<file path="config.mk">
export PLATFORM = sky130hd
export DESIGN_NAME = if_stage_prefetch
export DESIGN_NICKNAME = d
export VERILOG_FILES = /design/src/rtl/if_stage_prefetch.sv
export SDC_FILE = /design/constraint.sdc
export NUM_CORES = 1
export LEC_CHECK = 0
export CORE_UTILIZATION = 57
export CTS_BUF_LIST = sky130_fd_sc_hd__clkbuf_8
export DETAILED_ROUTE_END_ITERATION = 6
export HOLD_SLACK_MARGIN = 0.15
export PLACE_DENSITY = 0.79
export RECOVER_POWER = 50
export SLEW_MARGIN = 20
export SYNTH_ARGS = -nofsm -noshare
export SYNTH_HDL_FRONTEND = slang
export SYNTH_SLANG_ARGS = --single-unit
</file>
<file path="constraint.sdc">
create_clock -name clk -period 3.7 [get_ports clk]
set_input_delay 0.37 -clock clk [delete_from_list [all_inputs] [get_ports clk]]
set_output_delay 0.37 -clock clk [all_outputs]
set_load 0.05 [all_outputs]
</file>
<file path="src/rtl/if_stage_prefetch.sv">
`default_nettype none
// ============================================================================
// Module : if_stage_prefetch
// Brief  : Instruction fetch stage with a DEPTH-entry prefetch queue feeding ID.
// Rev    : 1.0  initial release
// ============================================================================
module if_stage_prefetch #(
    parameter int unsigned WORD_WIDTH = 32,
    parameter int unsigned DEPTH      = 4,
    parameter int unsigned PC_STEP    = 4,
    parameter logic [WORD_WIDTH-1:0] RESET_PC = '0
) (
    input  logic                          clk,
    input  logic                          rst,
    input  logic                          branch_taken,
    input  logic [WORD_WIDTH-1:0]         branch_addr,
    output logic                          imem_req,
    output logic [WORD_WIDTH-1:0]         imem_addr,
    input  logic [WORD_WIDTH-1:0]         imem_rdata,
    output logic                          out_valid,
    input  logic                          out_ready,
    output logic [WORD_WIDTH-1:0]         pc,
    output logic [WORD_WIDTH-1:0]         instruction,
    output logic [$clog2(DEPTH+1)-1:0]    count
);

    localparam int unsigned CNT_W = $clog2(DEPTH + 1);
    localparam int unsigned PTR_W = $clog2(DEPTH);

    localparam logic [WORD_WIDTH-1:0] c_pc_step     = WORD_WIDTH'(PC_STEP);
    localparam logic [CNT_W-1:0]      c_depth_cnt   = CNT_W'(DEPTH);
    localparam logic [CNT_W:0]        c_depth_ext   = (CNT_W + 1)'(DEPTH);

    logic [WORD_WIDTH-1:0] r_fetch_pc;
    logic                  r_inflight;
    logic [WORD_WIDTH-1:0] r_inflight_pc;
    logic [PTR_W-1:0]      r_rd_ptr;
    logic [PTR_W-1:0]      r_wr_ptr;
    logic [CNT_W-1:0]      r_count;
    logic [WORD_WIDTH-1:0] r_q_pc    [DEPTH];
    logic [WORD_WIDTH-1:0] r_q_instr [DEPTH];

    logic w_live;
    logic w_credit;
    logic w_push;
    logic w_pop;

    // Credit counts the outstanding fetch so a response always finds a free slot.
    assign w_live   = !rst && !branch_taken;
    assign w_credit = ({1'b0, r_count} + (CNT_W + 1)'(r_inflight)) < c_depth_ext;
    assign w_push   = w_live && r_inflight;
    assign w_pop    = out_valid && out_ready;

    assign imem_req    = w_live && w_credit;
    assign imem_addr   = r_fetch_pc;
    assign out_valid   = w_live && (r_count != '0);
    assign pc          = out_valid ? r_q_pc[r_rd_ptr]    : '0;
    assign instruction = out_valid ? r_q_instr[r_rd_ptr] : '0;
    assign count       = r_count;

    always_ff @(posedge clk) begin
        if (rst) begin
            r_fetch_pc    <= RESET_PC;
            r_inflight    <= 1'b0;
            r_inflight_pc <= '0;
            r_rd_ptr      <= '0;
            r_wr_ptr      <= '0;
            r_count       <= '0;
        end else if (branch_taken) begin
            r_fetch_pc <= branch_addr;
            r_inflight <= 1'b0;
            r_rd_ptr   <= '0;
            r_wr_ptr   <= '0;
            r_count    <= '0;
        end else begin
            r_inflight <= imem_req;
            if (imem_req) begin
                r_fetch_pc    <= r_fetch_pc + c_pc_step;
                r_inflight_pc <= r_fetch_pc;
            end
            if (w_push) begin
                r_wr_ptr <= r_wr_ptr + PTR_W'(1);
            end
            if (w_pop) begin
                r_rd_ptr <= r_rd_ptr + PTR_W'(1);
            end
            case ({w_push, w_pop})
                2'b10:   r_count <= r_count + CNT_W'(1);
                2'b01:   r_count <= r_count - CNT_W'(1);
                default: r_count <= r_count;
            endcase
        end
    end

    always_ff @(posedge clk) begin
        if (w_push) begin
            r_q_pc[r_wr_ptr]    <= r_inflight_pc;
            r_q_instr[r_wr_ptr] <= imem_rdata;
        end
    end

    a_count_bound : assert property (@(posedge clk) disable iff (rst) r_count <= c_depth_cnt);

endmodule
`default_nettype wire

</file>
==> impl_results.md <==
- Outcome: finished with violations
- Failing checks: capacitance limit, slew limit
- Root Buffer: clkbuf_8
- Synth top area share: 58.2%
- Synth Area in Compound Gates: 4.53%
- Routed vias: 8,161
- Dpl cell area: 15,700 um^2
- Final max-slew violation count: 125
- Pre-antenna DRT Iters: 5
- Post-Synth Simple-Gate Area: 11.0%
- Area Overhead vs Synth: 26.5%
- Die Y-Extent: 154 um
- Max-cap violations: 4
- RSZ-0062 raised after global routing: no
- Clock buffer depth: 3
- Net Count, Synth: 935
- Worst Hold Launch: branch_addr[2]
- Antenna cells: 0
- Wire per inst: 20.3 um
- Largest family of logic cells by synthesized area: multiplexers
- Slew Limit Headroom: -15.8%
- Worst path required time: 3.33 ns
- Worst flop-to-flop path endpoint: r_q_instr[3][26]$_DFFE_PP_
- Commonest non-fill, non-tap cell in the layout: edfxtp_1
- Iter 0 DRT Violations: 657
- Pre-CTS WS: 0.880 ns
- Synth area leader: edfxtp_1
- Core ar.: 22,700 um^2
- Synth Area in XOR/XNOR: 0.862%
- CTS tree: done
- Pleak: 5.90 nW
- Adder-Cell Fraction of Synth Area: 0.720%
- Hold_buf cts: 0
- Startpoint Class: register
- Gpl congestion: 0.890
- CTS Buf Count: 51
- Worst Hold Path Cells: 3
- Cell Area, Synth: 13,200 um^2
- Flop-to-flop setup slack: 1.02 ns
- Largest net degree at the start of global routing: 69
- Input/output buffers: 168
- Setup TNS: 0 ns
- Post-route setup slack: 0.748 ns
- DRC: 0
- Final setup fails: 0
- FILL cells: 1,355
- Final design utilization: 73.5%
- Post-synth EDFFs: 256
- HPWL after DPL: 17.1 mm
- Top-level I/O count: 169
- Seq/Total Area, Yosys: 69.5%
- Post-CTS Resized: 0
- Worst-Margin Slew: 1.74 ns
- Gr ovfl total: 0
- Syn avg cell area: 15.4 um^2
- Die footprint: 23,800 um^2
- Clock slew at the register clock pins of the worst setup and hold paths: 0.06 ns
- DRT Wirelength: 27.7 mm
- DR vias/cell: 5.98
- Reg2Reg Depth: 2
- First-pass GRT wire length: 44.2 mm
- CTS Sinks: 330
- Initial antenna violation count: 0
- Initial core utilization: 58.1%
- Top cells by area, synth: edfxtp_1, dfxtp_1, mux4_2, and3_1, nand2_1
- Layout Cell Area excl Fill: 16,700 um^2
- Fmax: 339 MHz
- Antenna-violating nets left: 0
- Worst r2r src: r_inflight$_SDFF_PP0_
- Synth Flop Type: edfxtp_1
- #FFs+latches synth: 330
- Cell variety after synth: 45
- Most frequent cells in the layout: edfxtp_1, nand2_1, and3_1, dfxtp_1, clkdlybuf4s50_1
- Postcts setup bufs: 0
- Setup CP Type: reg2out
- Mux share of post-synthesis cell area: 11.1%
- Layout cells sized above 1: 20.6%
- H-tree depth reported by CTS: 2
- Clk Latency, worst-skew pair: 0.55 ns
- Crit share post-route: 79.8%
- Min-delay worst type: in2reg
- CP arrival: 2.58 ns
- Worst-path fanout max: 26
- Nature of the critical path endpoint: output port
- Nets: 1,113
- Hold Fails Final Rpt: 0
- PD cells: 444 nW/um^2
- Layout Skew: 0.0140 ns
- Yosys warning count: 0
- Hold Path Sink: imem_addr[2]$_SDFFE_PP0P_
- Cells after Synth: 860
- All-Layer GR Usage: 24.1%
- Horiz. Die Dim: 154 um
- Peak VDD IR: 0.258 mV
- Vias in the first global route: 8,205
- Asr flop ratio synth: 0%
- Row cnt: 55
- Minimum clock period: 2.95 ns
state kept, by name, indices dropped and copies added, names as in the netlist, named ones only:
register       cells
r_q_instr        128
r_q_pc           128
imem_addr         32
r_inflight_pc     32
count              3
r_rd_ptr           2
r_wr_ptr           2
r_inflight         1
stage by stage:
| step | hold slack, ns | total power [mW] | cells |
|---|---|---|---|
| global placement | 0.484 | 4.55 | 1270 |
| global route | 0.358 | 7.66 | 1365 |
| finish | 0.381 | 7.41 | 1365 |
| floorplan | 0.460 | 4.36 | 860 |
| detailed placement | 0.491 | 4.56 | 1270 |
| CTS | 0.348 | 7.48 | 1365 |
critical path, cell delays in order, from the launching register on:
cell and delay [ns]:
dfxtp_4 0.70, buf_4 0.38, mux4_2 0.57, and3_1 0.23, buf_12 0.15
cell families after synthesis:
kind of cell | Yosys count
DFF | 330
and+or+nand+nor | 276
AOI/OAI and AO/OA | 92
buffers and inverters | 75
muxes | 67
xor gates and xnor gates | 13
adders and majority gates | 7
cell usage after synthesis, types with 9 or more instances:
master / number
nand2_1: 81
edfxtp_1: 256
a21oi_1: 42
mux4_2: 64
buf_2: 9
nand4_1: 12
clkbuf_1: 48
inv_1: 14
a311oi_1: 13
or3_1: 9
and3_1: 77
dfxtp_1: 74
nand3_1: 22
nor2_1: 34
cell type report:
class / count / area [um^2] / share of cell area, %
flip-flops and latches: 330 / 9180 / 55.0
multi-input cells: 455 / 3730 / 22.4
repair buffers: 186 / 2360 / 14.1
clock buffers: 63 / 867 / 5.19
well taps: 285 / 357 / 2.14
clock inverters: 32 / 154 / 0.922
inverters: 14 / 52.6 / 0.315
worst max path at each step:
stage	startpoint	endpoint	slack [ns]	cells past startpoint
final	register	pc[20]	0.75	4
after global routing	r_inflight$_SDFF_PP0_	imem_req	0.55	4
after CTS	register	pc[20]	0.65	4
after detailed placement	branch_taken	count[2]$_SDFFE_PP0P_	0.88	9
after global placement	branch_taken	count[2]$_SDFFE_PP0P_	0.95	9
after floorplan	rst	r_q_instr[0][0]$_DFFE_PP_	0.68	4
report_power, final:
part           switching, mW  internal (mW)  leakage, nW
sequential            0.0698           4.03         3.08
combinational          0.228          0.155         2.25
clock                   1.32           1.60        0.578
metal layers:
| layer | GRT usage, % | routed length, um |
|---|---|---|
| met5 | 0 | 0 |
| met4 | 6.86 | 548 |
| met3 | 5.07 | 2260 |
| met2 | 39.2 | 13400 |
| met1 | 33.3 | 11600 |
(Power assumes the default switching activity.)
